===== src/rtl/guitar_pkg.sv =====
// Shared encodings for the guitar tuner sequencing logic: FSM states, string indices,
// the default fret-vector width and the round-robin pick helper.
package guitar_pkg;

  typedef enum logic [1:0] {
    IDLE  = 2'd0,
    PLAY  = 2'd1,
    GAP   = 2'd2,
    STRUM = 2'd3
  } sched_state_e;

  localparam int STR_E = 0;
  localparam int STR_A = 1;
  localparam int STR_D = 2;
  localparam int STR_G = 3;

  localparam int FRET_W_DEF = 17;

  // Returns the first requested string at or after ptr, wrapping G back to E.
  function automatic logic [1:0] rrPick(input logic [3:0] req, input logic [1:0] ptr);
    logic [1:0] idx;
    rrPick = ptr;
    for (int k = 3; k >= 0; k--) begin
      idx = ptr + 2'(k);
      if (req[idx]) rrPick = idx;
    end
  endfunction

endpackage


===== src/rtl/btn_debounce.sv =====
// Two-flop synchronizer plus stability counter for one raw button; emits a one-cycle
// pulse when the debounced level rises.
module btn_debounce #(
  parameter int DEBOUNCE_CYCLES = 1000000
) (
  input  logic clk,
  input  logic reset,
  input  logic raw_i,
  output logic rise_o
);

  localparam int CW = $clog2(DEBOUNCE_CYCLES) + 1;

  logic          sync1_q;
  logic          sync2_q;
  logic          level_q;
  logic          rise_q;
  logic [CW-1:0] cnt_q;

  // The level only follows the synced input after an unbroken run of differing samples.
  always_ff @(posedge clk or posedge reset) begin
    if (reset) begin
      sync1_q <= 1'b0;
      sync2_q <= 1'b0;
      level_q <= 1'b0;
      rise_q  <= 1'b0;
      cnt_q   <= '0;
    end else begin
      sync1_q <= raw_i;
      sync2_q <= sync1_q;
      if (sync2_q != level_q) begin
        if (cnt_q == CW'(DEBOUNCE_CYCLES - 1)) begin
          level_q <= sync2_q;
          rise_q  <= sync2_q;
          cnt_q   <= '0;
        end else begin
          rise_q <= 1'b0;
          cnt_q  <= cnt_q + 1'b1;
        end
      end else begin
        rise_q <= 1'b0;
        cnt_q  <= '0;
      end
    end
  end

  assign rise_o = rise_q;

endmodule


===== src/rtl/string_scheduler.sv =====
// Debounces the string and strum buttons, arbitrates string requests round-robin and
// sequences single notes or an E-A-D-G strum. Define SCHED_PREEMPT_EN to let a new request cut a single note short.
module string_scheduler
  import guitar_pkg::*;
#(
  parameter int FRET_W            = FRET_W_DEF,
  parameter int DEBOUNCE_CYCLES   = 1000000,
  parameter int NOTE_CYCLES       = 25000000,
  parameter int GAP_CYCLES        = 2000000,
  parameter int STRUM_STEP_CYCLES = 5000000
) (
  input  logic              clk,
  input  logic              reset,
  input  logic [FRET_W-1:0] frets,
  input  logic [3:0]        btn,
  input  logic              strum,
  output logic [3:0]        string_sel,
  output logic [FRET_W-1:0] fret_lat,
  output logic              note_on,
  output logic              note_start,
  output logic [1:0]        state_dbg
);

  localparam int MAX_A = (NOTE_CYCLES > GAP_CYCLES) ? NOTE_CYCLES : GAP_CYCLES;
  localparam int MAX_C = (MAX_A > STRUM_STEP_CYCLES) ? MAX_A : STRUM_STEP_CYCLES;
  localparam int CNT_W = $clog2(MAX_C) + 1;

  logic [3:0]        btnRise;
  logic              strumRise;

  sched_state_e      state_q;
  logic [3:0]        pending_q;
  logic              strumPend_q;
  logic [1:0]        rrPtr_q;
  logic [CNT_W-1:0]  cnt_q;
  logic [1:0]        step_q;
  logic [3:0]        stringSel_q;
  logic [FRET_W-1:0] fretLat_q;
  logic              noteOn_q;
  logic              noteStart_q;

  logic [3:0]        pendSet_d;
  logic              strumSet_d;
  logic [1:0]        grant_d;
  logic [3:0]        grantOh_d;
  logic              preemptHit;

  for (genvar i = 0; i < 4; i++) begin : g_btn
    btn_debounce #(.DEBOUNCE_CYCLES(DEBOUNCE_CYCLES)) u_btn (
      .clk   (clk),
      .reset (reset),
      .raw_i (btn[i]),
      .rise_o(btnRise[i])
    );
  end

  btn_debounce #(.DEBOUNCE_CYCLES(DEBOUNCE_CYCLES)) u_strum (
    .clk   (clk),
    .reset (reset),
    .raw_i (strum),
    .rise_o(strumRise)
  );

  // Fresh edges are folded in directly so an idle scheduler grants on the very next cycle.
  assign pendSet_d  = pending_q | btnRise;
  assign strumSet_d = strumPend_q | strumRise;
  assign grant_d    = rrPick(pendSet_d, rrPtr_q);
  assign grantOh_d  = 4'b0001 << grant_d;

`ifdef SCHED_PREEMPT_EN
  assign preemptHit = |pendSet_d;
`else
  assign preemptHit = 1'b0;
`endif

  always_ff @(posedge clk or posedge reset) begin
    if (reset) begin
      state_q     <= IDLE;
      pending_q   <= '0;
      strumPend_q <= 1'b0;
      rrPtr_q     <= '0;
      cnt_q       <= '0;
      step_q      <= '0;
      stringSel_q <= '0;
      fretLat_q   <= '0;
      noteOn_q    <= 1'b0;
      noteStart_q <= 1'b0;
    end else begin
      noteStart_q <= 1'b0;
      pending_q   <= pendSet_d;
      strumPend_q <= strumSet_d;
      case (state_q)
        IDLE: begin
          if (strumSet_d) begin
            strumPend_q <= 1'b0;
            fretLat_q   <= frets;
            stringSel_q <= 4'b0001;
            noteOn_q    <= 1'b1;
            noteStart_q <= 1'b1;
            step_q      <= '0;
            cnt_q       <= '0;
            state_q     <= STRUM;
          end else if (|pendSet_d) begin
            pending_q   <= pendSet_d & ~grantOh_d;
            rrPtr_q     <= grant_d + 2'd1;
            fretLat_q   <= frets;
            stringSel_q <= grantOh_d;
            noteOn_q    <= 1'b1;
            noteStart_q <= 1'b1;
            cnt_q       <= '0;
            state_q     <= PLAY;
          end
        end
        PLAY: begin
          if (preemptHit) begin
            stringSel_q <= '0;
            noteOn_q    <= 1'b0;
            cnt_q       <= '0;
            state_q     <= IDLE;
          end else if (cnt_q == CNT_W'(NOTE_CYCLES - 1)) begin
            stringSel_q <= '0;
            noteOn_q    <= 1'b0;
            cnt_q       <= '0;
            state_q     <= GAP;
          end else begin
            cnt_q <= cnt_q + 1'b1;
          end
        end
        GAP: begin
          if (cnt_q == CNT_W'(GAP_CYCLES - 1)) begin
            cnt_q   <= '0;
            state_q <= IDLE;
          end else begin
            cnt_q <= cnt_q + 1'b1;
          end
        end
        STRUM: begin
          if (cnt_q == CNT_W'(STRUM_STEP_CYCLES - 1)) begin
            cnt_q <= '0;
            if (step_q == 2'd3) begin
              stringSel_q <= '0;
              noteOn_q    <= 1'b0;
              state_q     <= GAP;
            end else begin
              step_q      <= step_q + 2'd1;
              stringSel_q <= stringSel_q << 1;
              noteStart_q <= 1'b1;
            end
          end else begin
            cnt_q <= cnt_q + 1'b1;
          end
        end
        default: state_q <= IDLE;
      endcase
    end
  end

  assign string_sel = stringSel_q;
  assign fret_lat   = fretLat_q;
  assign note_on    = noteOn_q;
  assign note_start = noteStart_q;
  assign state_dbg  = state_q;

endmodule


===== config.mk =====
export PLATFORM = sky130hd
export DESIGN_NAME = string_scheduler
export DESIGN_NICKNAME = d
export VERILOG_FILES = /design/src/rtl/guitar_pkg.sv /design/src/rtl/btn_debounce.sv /design/src/rtl/string_scheduler.sv
export SDC_FILE = /design/constraint.sdc
export NUM_CORES = 1
export LEC_CHECK = 0
export BUFFER_PORTS_ARGS = -buffer_cell sky130_fd_sc_hd__buf_2
export CAP_MARGIN = 40
export CORE_AREA = 2 2 131 159
export DETAILED_ROUTE_END_ITERATION = 6
export DIE_AREA = 0 0 133 161
export PLACE_DENSITY = 0.63
export SYNTH_ARGS = -nofsm -noshare
export SYNTH_HDL_FRONTEND = slang
export SYNTH_SLANG_ARGS = --single-unit

===== constraint.sdc =====
create_clock -name clk -period 6.2 [get_ports clk]
set_clock_uncertainty 0.15 [all_clocks]
set_input_delay 0.62 -clock clk [delete_from_list [all_inputs] [get_ports clk]]
set_output_delay 0.62 -clock clk [all_outputs]
set_load 0.03 [all_outputs]

== Word level (Yosys, flattened, before mapping) ==
Index checks and enable logic that the tools add are counted.

* Word-level logic and storage cells: 168
* Bits in registers: 185
* Output and inout port bits: 25

* Shifts and indexed selects: 1
* Muxes and demuxes: 72
* Bitwise gates (word level): 5
* Reductions and logical operators: 16
* Eq/ne operators: 24
* Add/subtract/negate cells: 11
* Order comparisons: 4

{| class="wikitable"
|+ Operators by type and width
! cell !! count
|-
| two-way mux 21 bit || 10
|-
| two-way mux 26 bit || 5
|-
| adder 21 x 1 -> 21 bit (second input constant) || 5
|-
| equality test 21 x 20 -> 1 bit (second input constant) || 5
|-
| case mux 26 bit (4 select lines) || 1
|-
| two-way mux 17 bit || 2
|-
| two-way mux 4 bit || 8
|-
| adder 26 x 1 -> 26 bit (second input constant) || 1
|-
| equality test 26 x 21 -> 1 bit (second input constant) || 1
|-
| equality test 26 x 23 -> 1 bit (second input constant) || 1
|-
| equality test 26 x 25 -> 1 bit (second input constant) || 1
|-
| two-way mux 2 bit || 13
|-
| two-way mux 1 bit || 24
|-
| less-than comparator 2 x 3 -> 1 bit (second input constant) || 4
|-
| inequality test 2 bit (second input constant) || 6
|-
| case mux 4 bit (3 select lines) || 1
|-
| AND reduction 2 bit || 6
|-
| AND reduction 5 bit || 2
|-
| binary-select mux 1 bit (select 2 bit) || 4
|-
| case mux 2 bit (4 select lines) || 1
|-
| AND reduction 4 bit || 2
|-
| adder 2 x 1 -> 2 bit (second input constant) || 3
|-
| equality test 2 bit (second input constant) || 3
|-
| inequality test 1 bit || 5
|-
| 17 further kinds || 19
|}

== Depth between registers and ports, before layout ==
* Word-level depth: 13
* Depth in mapped cells: 10
* Depth with buffers taken out: 10

== Hierarchy ==
A second synthesis with hierarchy kept.

* Cell total of the unflattened synthesis: 927
* Area total of the unflattened synthesis: 9670.5 um2

{| class="wikitable"
|+ Modules (own cells, without submodules)
! module !! area an instance (um2) !! cells an instance !! seq. area each (um2) !! instances
|-
| btn_debounce || 1273.7 || 118 || 625.6 || 5
|-
| string_scheduler || 3301.9 || 337 || 1501.4 || 1
|}

== Worst setup path after synthesis ==
No wires, ideal clock.

* Kind: register to register
* From: register state_q[1], in the netlist state_dbg[1]
* To: register cnt_q[24]
* Arrival: 2.367 ns
* Clock period less this slack: 2.645 ns
* Buffers on the path: 1
* Library setup time: 0.129 ns
* Setup slack: 3.555 ns
* Stages on the path, launching flop included: 10
* Cells stage by stage: dfrtp_1 -> inv_1 -> ha_1 -> or3b_1 -> or3_1 -> clkbuf_1 -> nand4_1 -> nor2_1 -> xor2_1 -> nor2b_1

* Cells in the longest elaborated chain, start to end: 2

{| class="wikitable"
|+ RTL lines
! element !! line !! RTL
|-
| start, declared || string_scheduler.sv:31 || <nowiki>sched_state_e state_q;</nowiki>
|-
| start signal, assigned || string_scheduler.sv:78 || <nowiki>state_q <= IDLE;</nowiki>
|-
| start signal, assigned || string_scheduler.sv:102 || <nowiki>state_q <= STRUM;</nowiki>
|-
| start signal, assigned || string_scheduler.sv:111 || <nowiki>state_q <= PLAY;</nowiki>
|-
| equality test 2 bit (tied with other cells) || string_scheduler.sv:92 || <nowiki>case (state_q)</nowiki>
|-
| case mux 26 bit (4 select lines) or inequality test 3 bit (tied branches) || -- ||
|-
| end signal, assigned || string_scheduler.sv:126 || <nowiki>cnt_q <= cnt_q + 1'b1;</nowiki>
|-
| end signal, assigned || string_scheduler.sv:134 || <nowiki>cnt_q <= cnt_q + 1'b1;</nowiki>
|-
| end signal, assigned || string_scheduler.sv:150 || <nowiki>cnt_q <= cnt_q + 1'b1;</nowiki>
|-
| end, declared || string_scheduler.sv:35 || <nowiki>logic [CNT_W-1:0] cnt_q;</nowiki>
|}

Parallel ways exist; a longest one is shown, timed or not.
A chain may end at the register's enable or synchronous reset.

== Final worst setup path ==
* From: register cnt_q[0]
* To: register cnt_q[11]

* Cells in the longest elaborated chain, start to end: 3

{| class="wikitable"
|+ RTL lines
! element !! line
|-
| adder 26 x 1 -> 26 bit (tied with other cells) || string_scheduler.sv:126, string_scheduler.sv:134, string_scheduler.sv:150
|-
| two-way mux 26 bit (on tied branches) || string_scheduler.sv:138, string_scheduler.sv:120, string_scheduler.sv:130
|-
| case mux 26 bit (4 select lines) (*) || string_scheduler.sv:92
|}

Mark *: on every way between the ends. The rest lies on a longest branch, timed or not.

==> results.sh <==
export IMPL_layout_drive_gt1_share=0.1336
export IMPL_powerDensity_mw_per_mm2=245.1
export IMPL_clock_sinks=185
export IMPL_wirelength_microns=16080
export IMPL_tightest_slew_ns=0.7194
export IMPL_fmax_mhz=340.8
export IMPL_worst_slack_ns=3.265
export IMPL_synth_edf_count=0
export IMPL_rsz0062_at_grt="no"
export IMPL_worstRegToRegCells=8
export IMPL_route_met2_wl_microns=7715
export IMPL_yosysWarnings=0
export IMPL_finalWeightedCongestion=0.7726
export IMPL_vdd_drop_max_uv=206.4
export IMPL_antenna_found_initial=0
export IMPL_fin_setup_tns_ns=0
export IMPL_drt_iter0_drc=340
export IMPL_initial_core_util=0.4427
export IMPL_chipWidth_microns=133
export IMPL_rows=57
export IMPL_syn_nets=896
export IMPL_ant_nets=0
export IMPL_synth_most_common_cell="dfrtp_1"
export IMPL_die_area_sq_mm=0.02141
export IMPL_vias=6075
export IMPL_wire_per_inst_microns=13.56
export IMPL_grt_max_degree=91
export IMPL_synth_area_leader_cell="dfrtp_1"
export IMPL_cp_data_arrival_time_ns=3.11
export IMPL_ys_async_sr_fraction=1.000
export IMPL_drv_cap=0
export IMPL_crit_fanout=10
export IMPL_period_share=0.4733
export IMPL_crit_path_end_kind="register"
export IMPL_ff2ff_setup_slack_ns=3.27
export IMPL_cts_resized=0
export IMPL_nets=948
export IMPL_synth_area_leaders="dfrtp_1 53%, xor2_1 7.0%, nor2_1 6.7%, xnor2_1 4.2%, nand3_1 3.0%"
export IMPL_p_leak_nw=4.498
export IMPL_wl_met1_microns=7744
export IMPL_min_path_type="input port to async pin"
export IMPL_syn2layout_area_growth_pct=13.39
export IMPL_r2r_end="cnt_q[11]$_DFFE_PP0P_"
export IMPL_relSlewSlack=0.5188
export IMPL_grt_pass1_wl_microns=28220
export IMPL_met3_length_microns=431
export IMPL_cts_hold_buf=0
export IMPL_ys_types=57
export IMPL_n_fill_cell=1829
export IMPL_cts_tree="yes"
export IMPL_required_ns=6.37
export IMPL_root_buffer="clkbuf_16"
export IMPL_multiInputGateArea_sq_mm=0.004034
export IMPL_total_power_w=0.002448
export IMPL_dr_pass1_iters=4
export IMPL_drc=0
export IMPL_synth_seq_cells=185
export IMPL_synth_top_cell_area_share=0.5255
export IMPL_min_period_ns=2.935
export IMPL_clock_path_buffers=2
export IMPL_grt_pass1_vias=6032
export IMPL_topRoutingLayerUsed="met4"
export IMPL_clkTransAtPathRegs_ns=0.07
export IMPL_cp_start_kind="register"
export IMPL_port_buffers=48
export IMPL_dp_slack_ns=3.276
export IMPL_critPathKind="register to register"
export IMPL_post_cts_buffers=0
export IMPL_io_pins=49
export IMPL_synth_common_cells="185 x dfrtp_1, 158 x nor2_1, 70 x xor2_1"
export IMPL_viasPerCell=5.122
export IMPL_groute_usage_overall=0.1595
export IMPL_setup_violations=0
export IMPL_coreArea_sq_mm=0.01990
export IMPL_synthCells=856
export IMPL_clk_latency_ns=0.43
export IMPL_numCtsBuffers=17
export IMPL_yosys_most_used_dff="dfrtp_1"
export IMPL_run_status="completed"
export IMPL_die_h_microns=161
export IMPL_detailed_place_hpwl_microns=10960
export IMPL_r2r_start="cnt_q[0]$_DFFE_PP0P_"
export IMPL_seqCellArea_sq_mm=0.004629
export IMPL_htreeDepth=4
export IMPL_maxSlewViolCount=0
export IMPL_overflow=0
export IMPL_synth_avg_cell_area_sq_um=10.29
export IMPL_yosysSeqAreaShare=0.5255
export IMPL_n_antenna_cell=0
export IMPL_hold_viol=0
export IMPL_syn_area_sq_mm=0.008810
-- state kept, by name (all words and copies together), names as in the netlist, 2 cells and up --
register / flops
string_sel: 4
rrPtr_q: 2
state_dbg: 2
u_strum.cnt_q: 21
g_btn.u_btn.sync2_q: 4
pending_q: 4
g_btn.u_btn.level_q: 4
g_btn.u_btn.rise_o: 4
fret_lat: 17
g_btn.u_btn.cnt_q: 84
g_btn.u_btn.sync1_q: 4
cnt_q: 26
step_q: 2
-- cell families (layout without fill, tap and decap cells) --
kind of cell | count (synthesis) | after routing | synth area share
AND/OR/NAND/NOR | 421 | 421 | 0.2356
adder cells (fa/ha/maj) | 16 | 16 | 0.02272
flip-flops | 185 | 185 | 0.5255
buffers and inverters | 36 | 101 | 0.01662
XOR/XNOR | 112 | 112 | 0.1113
AO/OA/AOI/OAI | 56 | 56 | 0.04843
multiplexers | 30 | 30 | 0.03977
-- how the worst max path moves through the flow --
stage | depth (start not counted) | start | slack, ns | to
4_1_cts | 7 | state_dbg[0]$_DFFE_PP0P_ | 3.25 | string_sel[2]$_DFFE_PP0P_
3_3_place_gp | 8 | state_dbg[0]$_DFFE_PP0P_ | 2.98 | cnt_q[15]$_DFFE_PP0P_
6_report | 8 | cnt_q[0]$_DFFE_PP0P_ | 3.27 | cnt_q[11]$_DFFE_PP0P_
5_1_grt | 8 | cnt_q[0]$_DFFE_PP0P_ | 3.06 | cnt_q[21]$_DFFE_PP0P_
3_5_place_dp | 7 | state_dbg[0]$_DFFE_PP0P_ | 3.28 | string_sel[2]$_DFFE_PP0P_
2_1_floorplan | 1 | reset | 0.40 | cnt_q[0]$_DFFE_PP0P_
-- power breakdown --
group	internal, W	total, W	switching (W)
Clock	0.000660	0.00113	0.000471
Sequential	0.00122	0.00124	0.0000134
Combinational	0.0000242	0.0000807	0.0000565
-- critical path, stage by stage, from the launching register on --
cell and delay, ns:
dfrtp_1 0.39, ha_1 0.23, and3_1 0.28, nand4_2 0.19
o41ai_4 0.46, a31oi_2 0.29, nor2_1 0.52, buf_4 0.27
nor2_1 0.06
-- metrics by stage --
| step | area (sq um) | std cells | util | hold WS, ns |
|---|---|---|---|---|
| detailed placement | 9369 | 1154 | 0.4709 | 0.1864 |
| finish | 9990 | 1186 | 0.5020 | 0.01593 |
| CTS | 9990 | 1186 | 0.5020 | 0.01407 |
| global route | 9990 | 1186 | 0.5020 | 0.01873 |
| global placement | 9310 | 1149 | 0.4679 | 0.1846 |
| floorplan | 8810 | 856 | - | 0.1812 |
-- routing by layer --
layer | up-vias | track usage
li1 | 3042 | -
met2 | 73 | 0.2579
met3 | 15 | 0.03547
met4 | 0 | 0.05181
met1 | 2945 | 0.2144
met5 | - | 0
-- layout make-up --
type,count,share of cell area
flip-flops and latches,185,0.4634
multi-input cells,635,0.4038
clock buffers,19,0.04534
well taps,265,0.03319
repair buffers,55,0.03144
clock inverters,13,0.01678
inverters,14,0.006012
-- placed cells by master (no fill, tap or decap), types with 7 or more instances in the layout --
cell / synthesis / routed
or3_1: 8 / 8
nor2_1: 158 / 158
nand4_1: 23 / 23
and4_1: 7 / 7
inv_1: 14 / 13
and3_1: 28 / 28
dfrtp_1: 185 / 185
nor4_1: 10 / 10
a21oi_1: 8 / 8
nand2_1: 68 / 68
o21ai_0: 14 / 14
nor2b_1: 7 / 7
nor3_1: 19 / 19
nand3_1: 53 / 53
ha_1: 16 / 16
xor2_1: 70 / 70
and2_1: 8 / 8
mux2_2: 20 / 20
xnor2_1: 42 / 42
buf_2: 3 / 49
clkbuf_16: 0 / 17
or4_1: 8 / 8
No activity file was read; power rests on OpenSTA's default activity.
